$ cat src/rtl/gpr_pkg.sv
// Shared types and constants for the GPR writeback arbiter.
package gpr_pkg;

  localparam int unsigned XLEN = 64;
  localparam int unsigned AW   = 5;
  localparam int unsigned NGPR = 32;

  typedef enum logic [1:0] {
    RUN    = 2'd0,
    DRAIN  = 2'd1,
    FROZEN = 2'd2
  } state_e;

  localparam logic [63:0] COMMIT_CNT_RST = 64'd0;

endpackage

$ cat src/rtl/gpr_wb_arbiter_rr_pick.sv
// Combinational round-robin picker: first valid requester at or after ptr wins.
module gpr_wb_arbiter_rr_pick #(
  parameter int unsigned NREQ = 2,
  parameter int unsigned PW   = 1
) (
  input  logic [NREQ-1:0] valid,
  input  logic [PW-1:0]   ptr,
  output logic [NREQ-1:0] grant_c,
  output logic [PW-1:0]   winner_c
);

  localparam logic [PW:0] NREQ_W = (PW+1)'(NREQ);

  // Walk the requesters from ptr, wrapping once past NREQ-1.
  always_comb begin
    logic [PW:0] idx;
    logic        found;
    grant_c  = '0;
    winner_c = '0;
    found    = 1'b0;
    idx      = '0;
    for (int unsigned k = 0; k < NREQ; k++) begin
      idx = {1'b0, ptr} + (PW+1)'(k);
      if (idx >= NREQ_W) begin
        idx = idx - NREQ_W;
      end
      if (!found && valid[idx[PW-1:0]]) begin
        found                 = 1'b1;
        grant_c[idx[PW-1:0]]  = 1'b1;
        winner_c              = idx[PW-1:0];
      end
    end
  end

endmodule

$ cat src/rtl/gpr_wb_arbiter.sv
// Round-robin arbiter sharing the GPR write port, with a freeze/ack handshake
// that quiesces the register file for external snapshots.
module gpr_wb_arbiter #(
  parameter int unsigned NREQ = 2,
  parameter int unsigned XLEN = 64,
  parameter int unsigned AW   = 5
) (
  input  logic                 clock,
  input  logic                 reset,
  input  logic [NREQ-1:0]      req_valid,
  output logic [NREQ-1:0]      req_ready,
  input  logic [NREQ*AW-1:0]   req_addr,
  input  logic [NREQ*XLEN-1:0] req_data,
  output logic                 rf_wen,
  output logic [AW-1:0]        rf_waddr,
  output logic [XLEN-1:0]      rf_wdata,
  input  logic                 freeze_req,
  output logic                 freeze_ack,
  output logic [63:0]          commit_cnt
);

  import gpr_pkg::*;

  localparam int unsigned PW = (NREQ > 1) ? $clog2(NREQ) : 1;

  state_e            state_q, state_d;
  logic [PW-1:0]     ptr_q, ptr_d;
  logic              rf_wen_q, rf_wen_d;
  logic [AW-1:0]     rf_waddr_q, rf_waddr_d;
  logic [XLEN-1:0]   rf_wdata_q, rf_wdata_d;
  logic              freeze_ack_q, freeze_ack_d;
  logic [63:0]       commit_cnt_q, commit_cnt_d;

  logic [NREQ-1:0]   grant_c;
  logic [PW-1:0]     winner_c;
  logic              arb_en_c;
  logic              transfer_c;
  logic [AW-1:0]     win_addr_c;
  logic [XLEN-1:0]   win_data_c;

  gpr_wb_arbiter_rr_pick #(
    .NREQ (NREQ),
    .PW   (PW)
  ) u_rr_pick (
    .valid    (req_valid),
    .ptr      (ptr_q),
    .grant_c  (grant_c),
    .winner_c (winner_c)
  );

  // Grants only in RUN with no freeze pending; a freeze request wins same-cycle.
  assign arb_en_c   = !reset && (state_q == RUN) && !freeze_req;
  assign req_ready  = arb_en_c ? grant_c : '0;
  assign transfer_c = |req_ready;

  always_comb begin
    win_addr_c = '0;
    win_data_c = '0;
    for (int unsigned i = 0; i < NREQ; i++) begin
      if (winner_c == PW'(i)) begin
        win_addr_c = req_addr[i*AW +: AW];
        win_data_c = req_data[i*XLEN +: XLEN];
      end
    end
  end

  always_comb begin
    state_d      = state_q;
    ptr_d        = ptr_q;
    rf_wen_d     = 1'b0;
    rf_waddr_d   = rf_waddr_q;
    rf_wdata_d   = rf_wdata_q;
    commit_cnt_d = commit_cnt_q;

    // x0 writes are accepted and counted but never reach the regfile.
    if (transfer_c) begin
      ptr_d        = (winner_c == PW'(NREQ-1)) ? '0 : winner_c + PW'(1);
      rf_wen_d     = (win_addr_c != '0);
      rf_waddr_d   = win_addr_c;
      rf_wdata_d   = win_data_c;
      commit_cnt_d = commit_cnt_q + 64'd1;
    end

    unique case (state_q)
      RUN:     if (freeze_req) state_d = DRAIN;
      DRAIN:   state_d = FROZEN;
      FROZEN:  if (!freeze_req) state_d = RUN;
      default: state_d = RUN;
    endcase

    freeze_ack_d = (state_d == FROZEN);
  end

  always_ff @(posedge clock or posedge reset) begin
    if (reset) begin
      state_q      <= RUN;
      ptr_q        <= '0;
      rf_wen_q     <= 1'b0;
      rf_waddr_q   <= '0;
      rf_wdata_q   <= '0;
      freeze_ack_q <= 1'b0;
      commit_cnt_q <= COMMIT_CNT_RST;
    end else begin
      state_q      <= state_d;
      ptr_q        <= ptr_d;
      rf_wen_q     <= rf_wen_d;
      rf_waddr_q   <= rf_waddr_d;
      rf_wdata_q   <= rf_wdata_d;
      freeze_ack_q <= freeze_ack_d;
      commit_cnt_q <= commit_cnt_d;
    end
  end

  assign rf_wen     = rf_wen_q;
  assign rf_waddr   = rf_waddr_q;
  assign rf_wdata   = rf_wdata_q;
  assign freeze_ack = freeze_ack_q;
  assign commit_cnt = commit_cnt_q;

endmodule

$ cat config.mk
export PLATFORM = sky130hd
export DESIGN_NAME = gpr_wb_arbiter
export DESIGN_NICKNAME = d
export VERILOG_FILES = /design/src/rtl/gpr_pkg.sv /design/src/rtl/gpr_wb_arbiter_rr_pick.sv /design/src/rtl/gpr_wb_arbiter.sv
export SDC_FILE = /design/constraint.sdc
export NUM_CORES = 1
export LEC_CHECK = 0
export CAP_MARGIN = 40
export CELL_PAD_IN_SITES_DETAIL_PLACEMENT = 1
export CELL_PAD_IN_SITES_GLOBAL_PLACEMENT = 1
export CORE_MARGIN = 5
export CORE_UTILIZATION = 32
export CTS_CLUSTER_DIAMETER = 200
export CTS_CLUSTER_SIZE = 30
export DETAILED_ROUTE_END_ITERATION = 8
export PLACE_DENSITY = 0.84
export SLEW_MARGIN = 20
export SYNTH_ARGS = -nofsm -noshare
export SYNTH_HDL_FRONTEND = slang
export SYNTH_HIERARCHICAL = 1
export SYNTH_SLANG_ARGS = --single-unit
$ cat constraint.sdc
create_clock -name clock -period 5 [get_ports clock]
set_input_delay 0.75 -clock clock [delete_from_list [all_inputs] [get_ports clock]]
set_output_delay 0.75 -clock clock [all_outputs]
set_load 0.1 [all_outputs]
Yosys cells after proc, flatten, opt, wreduce, memory -nomap -nowiden
Cells that the tools add are included.

Output and inout port bits: 137. Word-level logic and storage cells: 56. Register bits: 138.

Add/subtract/negate cells: 5. Order comparisons: 6. Reduce and logical (&&, ||, !) cells: 11. Eq/ne operators: 3. Multiplexer cells: 23. Bitwise logic cells: 1.

Operators by type and width (number): adder 64 x 1 -> 64 bit (second input constant) (1); two-way mux 64 bit (1); two-way mux 1 bit (13); two-way mux 2 bit (5); case mux 2 bit (3 select lines) (1); logical AND 1 bit (5); two-way mux 5 bit (1); nonzero test 5 bit (1); == test 2 bit (second input constant) (2); < comparator 1 x 2 -> 1 bit (second input constant) (2); logical NOT 1 bit (3); adder 1 x 1 -> 2 bit (second input constant) (1); demux 1 bit (select 1 bit) (2); == test 2 x 1 -> 1 bit (second input constant) (1); >= comparator 1 bit (second input constant) (2); >= comparator 1 x 2 -> 1 bit (second input constant) (1); >= comparator 2 bit (second input constant) (1); logical NOT 2 bit (1); bitwise OR 2 bit (1); OR reduction 2 bit (1); subtractor 1 bit (second input constant) (2); adder 1 bit (second input constant) (1).

Longest topological paths before layout
Gate-level depths: netlist of the first run.

Depth in word-level cells: 12. Gate-level depth with buffers: 8. Gate-level depth less buffers: 6.

By module
The synthesis of the first run kept the hierarchy.

By module, submodules not included: gpr_wb_arbiter (sequential area each 3453.3 um^2, instances 1, area an instance 6392.4 um^2, cells each 600); gpr_wb_arbiter_rr_pick (sequential area each 0.0 um^2, instances 1, area an instance 30.0 um^2, cells each 4).

Worst setup path before layout of the first run
No wires, ideal clock.

Path type: register to register. Start: register commit_cnt_q[45], in the netlist commit_cnt[45]. End: register commit_cnt_q[56], in the netlist commit_cnt[56]. Stages on the path, launching flop included: 7. Required time: 4.838 ns. Arrival time: 2.593 ns. Buffers on the path: 1. Path slack: 2.245 ns. Cell sequence: dfrtp_1 and4_1 nand4_1 or4_4 buf_6 nor4_4 xor2_1.

Longest elaborated chain between the ends: 1.

Ends and longest elaborated chain: start, declared (line gpr_wb_arbiter.sv:32) `logic [63:0] commit_cnt_q, commit_cnt_d;`; start signal, assigned (line gpr_wb_arbiter.sv:110) `commit_cnt_q <= commit_cnt_d;`; adder 64 x 1 -> 64 bit (line gpr_wb_arbiter.sv:81) `commit_cnt_d = commit_cnt_q + 64'd1;`.

No other way between the ends. A chain may end at the register's enable or synchronous reset.

Worst setup path after layout of the first run
Start: input freeze_req. End: register commit_cnt_q[61], in the netlist commit_cnt[61].

Longest elaborated chain between the ends: 4.

Ends and longest elaborated chain: start, declared (line gpr_wb_arbiter.sv:17) `input logic freeze_req,`; logical NOT 1 bit; logical AND 1 bit (line gpr_wb_arbiter.sv:52) `assign arb_en_c = !reset && (state_q == RUN) && !freeze_req;`; two-way mux 2 bit (line gpr_wb_arbiter.sv:53) `assign req_ready = arb_en_c ? grant_c : '0;`; OR reduction 2 bit (line gpr_wb_arbiter.sv:54) `assign transfer_c = |req_ready;`.

No other way between the ends.

==> results of run 1 <==
[Yosys cell counts, drive strengths merged, types with 2 or more instances]
library cell / count
a21boi: 3
nand3: 23
nand2b: 2
or3: 2
xor2: 36
dfrtp: 138
mux2i: 69
and2: 3
nor2: 26
nor4: 8
nand4: 17
nor3b: 2
nand2: 95
buf: 4
o21ai: 73
and4: 4
or4: 2
inv: 11
nor4b: 3
xnor2: 27
clkbuf: 24
and3: 4
nor3: 22
[report_power, final]
part / total, W / switching, W / internal [W]
clock network: 0.00129 / 0.000488 / 0.000807
logic: 0.00553 / 0.00327 / 0.00226
registers: 0.00166 / 0.000228 / 0.00143
total: 0.00848 / 0.00398 / 0.00450
[worst max-delay path, delay by kind of cell]
kind	cells	cell delay [ns]
AND/OR/NAND/NOR	3	1.79
buffers and inverters	1	0.50
XOR/XNOR	1	0.22
AO/OA/AOI/OAI	1	0.52
[final cells by class]
cell class / instances / area, um^2
Sequential cell: 138 / 3450
Multi-Input combinational cell: 426 / 2830
Antenna cell: 1 / 2.50
Tap cell: 265 / 332
Inverter: 12 / 50.0
Timing Repair Buffer: 420 / 5820
Fill cell: 1867 / 6500
Clock buffer: 20 / 457
Clock inverter: 11 / 146
[layout by cell type (no fill, tap or decap), drive strengths merged]
cell	instances
nand4	17
dfrtp	138
xor2	36
buf	143
a21boi	3
o21a	1
or4	2
xnor2	27
inv	11
clkdlybuf4s50	277
nor3	22
and3	4
o21ai	73
ha	1
and4	4
mux2i	69
or3	2
or2	1
clkbuf	20
nand3	23
nor2	26
clkinv	7
o2111ai	1
nor4	8
nor4b	3
or4b	1
diode	1
clkinvlp	2
bufinv	3
nor3b	2
nand2b	2
nand2	95
and2	3
[state kept, by name, summed over array words and instances (netlist names)]
signal	cells
rf_wen	1
freeze_ack	1
ptr_q	1
state_q	2
rf_wdata	64
commit_cnt	64
rf_waddr	5
[worst max path at each step]
stage | startpoint | depth (start not counted) | endpoint | slack [ns]
floorplan | reset | 1 | commit_cnt[0] | 0.55
global placement | freeze_req | 6 | commit_cnt[57] | 1.44
detailed placement | freeze_req | 6 | commit_cnt[61] | 1.16
CTS | freeze_req | 6 | commit_cnt[61] | 1.51
global route | freeze_req | 6 | commit_cnt[57] | 1.38
finish | freeze_req | 6 | commit_cnt[61] | 1.53
[kinds of logic after synthesis]
logic type	synth area share
xor+xnor	0.0859
flops	0.538
mux	0.108
compound gates	0.0635
buf+inv	0.0255
fa+ha+maj	0.00195
simple gates	0.178
[metal layers]
layer / share of wire / up-vias / routed length, um
li1: - / 2901 / -
met1: 0.32 / 3110 / 9260
met2: 0.57 / 249 / 16200
met3: 0.061 / 73 / 1730
met4: 0.045 / 2 / 1290
met5: 0.00049 / - / 14
[metrics by stage]
stage / total power, W / hold slack (ns)
global placement: 0.00520 / 0.460
CTS: 0.00856 / 0.483
detailed placement: 0.00722 / 0.471
global route: 0.00875 / 0.502
finish: 0.00848 / 0.477
floorplan: 0.00427 / 0.451
==> results by group, run 1 <==
STA
  • Worst-Margin Slew: 0.720 ns
  • Tmin final: roughly 3.5 ns
  • Post-Route Setup TNS: 0 ns
  • Final setup fails: 0
  • Fin crit share: 0.693
  • Max Transition Viols Final: 0
  • Final hold vios: 0
  • Clk_skew: ~0.0086 ns
  • Slew margin rel.: 0.520
  • Fmax: between 200 and 300 MHz
  • RSZ-0062 raised after global routing: false
  • Worst Slack Setup Final: roughly 1.5 ns

Logic synthesis
  • Sequential-to-total area share from yosys stat: 0.538
  • Post-synth EDFFs: 0
  • Biggest area consumer among synthesized cells: dfrtp_1
  • Number of distinct library cells after synthesis: between 40 and 50
  • Synth Register Bits: between 100 and 150
  • Main synth FF type: dfrtp_1
  • Syn Nets: about 750
  • Mapped Avg Cell Area: roughly 11 um^2
  • Yosys warning total: 6
  • Ranking of synthesized cells by area: dfrtp_1 (54%), mux2i_1 (11%), o21ai_0 (5.6%)
  • Post-Synthesis Cells: between 600 and 700
  • Fraction of registers with async set/reset: 1.00
  • Netlist Area Pre-Place: between 6000 and 7000 um^2
  • Share of Yosys cell area claimed by the top area cell type: 0.538

Floorplan
  • Starting density of the core: 0.328
  • Die Ht: about 150 um
  • Die W: about 150 um
  • Rows: between 50 and 60
  • CORE AREA: around 20000 um^2
  • Die area: ~23000 um^2
  • I/O Pins: 280

Worst hold path
  • Hold endpoint: rf_wdata[3]
  • Min-delay src: rf_wdata[3]
  • Cells on Worst Hold Path: 2
  • Worst hold path class: reg -> reg

GRT
  • Most Crowded Layer GR: met2
  • Met2 Use GR: 0.497
  • First-pass GRT wire length: approximately 44000 um
  • GR Util met1: 0.245
  • Met3 Usage GRT: 0.0640
  • Overflow after GRT: 0
  • Total GRT Usage: 0.255
  • Largest net degree at the start of global routing: 126
  • Vias in the first global route: 7500
  • Initial antenna violation count: 2

Clock network
  • Clock transition at the registers of the reported paths: 0.06 ns
  • CTS tree: yes
  • CTS hold repair buffers: 0
  • # Post-CTS Setup Buffers: 0
  • Max Buffers Root-to-Sink: 2
  • CTS buffer count: 17
  • Clk sinks: about 140
  • Clock Tree Root: clkbuf_16
  • H-tree Lvls: 4
  • Clock latency on the worst-skew pair: ~0.43 ns
  • Post-CTS sizing: 0

Status
  • Status: completed

Placed design
  • Routability cong.: 0.748
  • Post-place setup slack: 1.16 ns
  • Port bufs: roughly 280
  • Post-DP HPWL: about 23000 um
  • Dpl cell area: roughly 12000 um^2
  • Total placed cells including tap cells: around 1300

Worst setup path
  • Worst-path maximum fanout: 13
  • Critical Path End Type: flip-flop
  • CP Class: in -> reg
  • Flop-to-flop setup slack: slightly below 2 ns
  • Reg2reg path depth: 5
  • Reg2reg start: state_q[0]
  • Req. time, crit path: between 5 and 6 ns
  • Cell mode on critical path: nor4_2
  • Critical path arrival: 3.80 ns
  • Cells along the critical path: clkdlybuf4s50_1 > nor4_2 > o21a_1 > nand4_1 > nor4_2 > xor2_1
  • Worst reg2reg path endpoint: commit_cnt[61]
  • Crit-path slowest cell: nor4_2
  • Slowest stage delay, CP: approximately 0.65 ns
  • Critical Path Start Type: input port

Pwr
  • Leakage: approximately 5.7 nW
  • Worst IR drop on VDD: 0.000638 V
  • Pwr dens: approximately 650 nW/um^2

Finish
  • Layout cells sized above 1: 0.194
  • # nets final: roughly 1200
  • Area growth syn-to-layout: 104%
  • Final core utilization: 0.668
  • Finished Layout Cells: 1293
  • Post-route cell area: approximately 13000 um^2

Drt
  • DRC: 0
  • First-pass DRT Iterations: 4
  • Routed Wire Length: 28500 um
  • Initial DRC count: 213
  • WL per Instance: roughly 22 um
  • Vias: between 6000 and 7000
  • Via-to-Cell Ratio: roughly 4.9
  • ANT nets after route: 0

Job
  • Max Cap Viol: 0
Note: power is estimated with default switching activity, not from simulation.
==> run 2, diff against run 1 <==
- CORE_UTILIZATION: 32 -> 28
- PLACE_DENSITY: 0.84 -> 0.78
- clock period: 5 -> 3.05 ns (I/O delays scaled with it)
==> results by group, run 2 (synthesis results as in run 1) <==
Status
  • Status: completed (unchanged)

Finish
  • Area of the multi-input gates: 2830 um^2 (unchanged)
  • Most frequent cells in the layout: buf_4 (144), clkdlybuf4s50_1 (142), dfrtp_1 (138) (was clkdlybuf4s50_1 (277), dfrtp_1 (138), nand2_1 (95))
  • Layout cells sized above 1: 0.230 (was 0.194)
  • Most common cell after layout, fill and taps aside: buf_4 (was clkdlybuf4s50_1)
  • # nets final: 1030 (was 1159)
  • Antenna Cells: 0 (was 1)
  • Finished Layout Cells: 1184 (was 1293)
  • FF+latch area: 3450 um^2 (unchanged)
  • Fill cells: 2525 (was 1867)
  • Post-route cell area: 9900 um^2 (was 13100 um^2)
  • Area growth syn-to-layout: 54.1% (was 104%)

STA
  • Slew margin rel.: 0.500 (was 0.520)
  • Fin crit share: 0.757
  • Clk_skew: 0.00726 ns (was 0.00863 ns)
  • Final setup fails: 0 (unchanged)
  • Final hold vios: 0 (unchanged)
  • Post-Route Setup TNS: 0 ns (unchanged)
  • Fmax: between 400 and 500 MHz
  • Tmin final: approximately 2.3 ns
  • RSZ-0062 raised after global routing: false (unchanged)
  • Worst-Margin Slew: 0.749 ns (was 0.720 ns)
  • Max Transition Viols Final: 0 (unchanged)

Floorplan
  • I/O Pins: 280 (unchanged)
  • Die Ht: 161 um (was 152 um)
  • Die area: 26100 um^2 (was 23000 um^2)
  • Rows: 55 (was 51)
  • CORE AREA: 22600 um^2 (was 19600 um^2)
  • Starting density of the core: 0.284 (was 0.328)
  • Die W: 161 um (was 152 um)

Pwr
  • Leakage: 4.63 nW (was 5.75 nW)
  • Total power: 0.0105 W (was 0.00848 W)
  • Logic pwr share: 0.541 (was 0.651)
  • Clock power frac: 0.205 (was 0.153)
  • Internal Power: 0.00479 W (was 0.00450 W)
  • Seq pwr share: 0.254 (was 0.196)
  • Pwr dens: 1060 nW/um^2 (was 648 nW/um^2)
  • Sw Ratio: 0.545 (was 0.470)
  • Psw: 0.00573 W (was 0.00398 W)
  • Worst IR drop on VDD: 0.000632 V (was 0.000638 V)

Job
  • Max Cap Viol: 0 (unchanged)

Clock network
  • CTS tree: yes (unchanged)
  • CTS hold repair buffers: 0 (unchanged)
  • # Post-CTS Setup Buffers: 0 (unchanged)
  • H-tree Lvls: 4 (unchanged)
  • Post-CTS sizing: 0 (unchanged)
  • Clk sinks: 138 (unchanged)
  • Clock latency on the worst-skew pair: 0.42 ns (was 0.43 ns)
  • CTS buffer count: 17 (unchanged)
  • Clock Tree Root: clkbuf_16 (unchanged)
  • Clock transition at the registers of the reported paths: 0.06 ns (about the same)
  • Max Buffers Root-to-Sink: 2 (unchanged)

Worst setup path
  • Req. time, crit path: 2.59 ns (was 5.33 ns)
  • Worst-path maximum fanout: 4 (was 13)
  • Critical Path End Type: output pin (was flip-flop)
  • Critical Path Start Type: input port (unchanged)
  • CP Class: in -> out (was in -> reg)
  • Critical path arrival: 1.85 ns (was 3.80 ns)

GRT
  • Largest net degree at the start of global routing: 138 (was 126)
  • Overflow after GRT: 0 (unchanged)
  • Vias in the first global route: 6013 (was 7500)
  • First-pass GRT wire length: 32900 um (was 43600 um)
  • Met3 Usage GRT: 0.0615 (was 0.0640)
  • Initial antenna violation count: 0 (was 2)
  • Met2 Use GR: 0.275 (was 0.497)
  • Most Crowded Layer GR: met2 (unchanged)
  • GR Util met1: 0.183 (was 0.245)
  • Total GRT Usage: 0.159 (was 0.255)

Placed design
  • Total placed cells including tap cells: 1152 (was 1261)
  • Port bufs: 279 (unchanged)
  • Post-DP HPWL: 15900 um (was 23200 um)
  • Routability cong.: 0.768 (was 0.748)
  • Dpl cell area: 9290 um^2 (was 12500 um^2)

Drt
  • Vias: 5512 (was 6335)
  • Routed Wire Length: 20700 um (was 28500 um)
  • ANT nets after route: 0 (unchanged)
  • DRC: 0 (unchanged)
  • WL per Instance: 17.5 um (was 22.0 um)
  • Initial DRC count: 154 (was 213)
  • First-pass DRT Iterations: 4 (unchanged)
  • Via-to-Cell Ratio: 4.66 (was 4.90)

Worst hold path
  • Worst hold path class: in -> async (was reg -> reg)
-- run 2: cell count changes in the layout (fill, tap and decap cells not counted), sizes merged --
cell           change
clkinv             -1
clkbuf             -2
diode              -1
clkinvlp           +3
buf                +6
clkdlybuf4s50    -135
inv                +1
-- run 2: routing by layer --
layer	routed length, um	vias to the layer above
met5	0	-
met2	10500	194
met3	1870	20
met4	282	0
li1	-	2645
met1	8130	2653
-- run 2: worst paths after layout --
path	startpoint	to	slack, ns	cells past startpoint
worst max-delay path	freeze_req	req_ready[1]	0.74	5
worst min-delay path	reset	freeze_ack	0.31	2
worst max register to register	commit_cnt[29]	commit_cnt[59]	0.77	5
worst min register to register	rf_wdata[29]	rf_wdata[29]	0.48	2
max in group asynchronous	reset	rf_wdata[12]	1.81	3
min in group clock	rf_wdata[29]	rf_wdata[29]	0.48	2
-- run 2: critical path: stages --
cell and delay [ns]:
clkdlybuf4s50_1 0.45, nor4_2 0.37, buf_4 0.20, and2_1 0.19, buf_12 0.19
-- run 2: power groups by stage --
| stage | combinational (W) | clock [W] | sequential (W) |
|---|---|---|---|
| after floorplan | 0.000695 | 0 | 0.00630 |
| after global placement | 0.00572 | 0 | 0.00266 |
| after detailed placement | 0.00576 | 0 | 0.00270 |
| after CTS | 0.00577 | 0.00221 | 0.00268 |
| after global routing | 0.00592 | 0.00230 | 0.00274 |
| final | 0.00569 | 0.00216 | 0.00267 |
-- run 2: final cells by class --
class / count / share of cell area
Clock buffer: 18 / 0.0444
Clock inverter: 14 / 0.0172
Inverter: 12 / 0.00493
Multi-Input combinational cell: 426 / 0.286
Sequential cell: 138 / 0.349
Tap cell: 285 / 0.0360
Timing Repair Buffer: 291 / 0.263
-- run 2: metrics by stage --
step,setup slack (ns),hold WS (ns),utilization
after floorplan,0.295,0.451,-
final,0.742,0.315,0.437
after detailed placement,0.356,0.471,0.410
after global placement,0.440,0.462,0.410
after global routing,0.516,0.308,0.437
after CTS,0.734,0.297,0.437
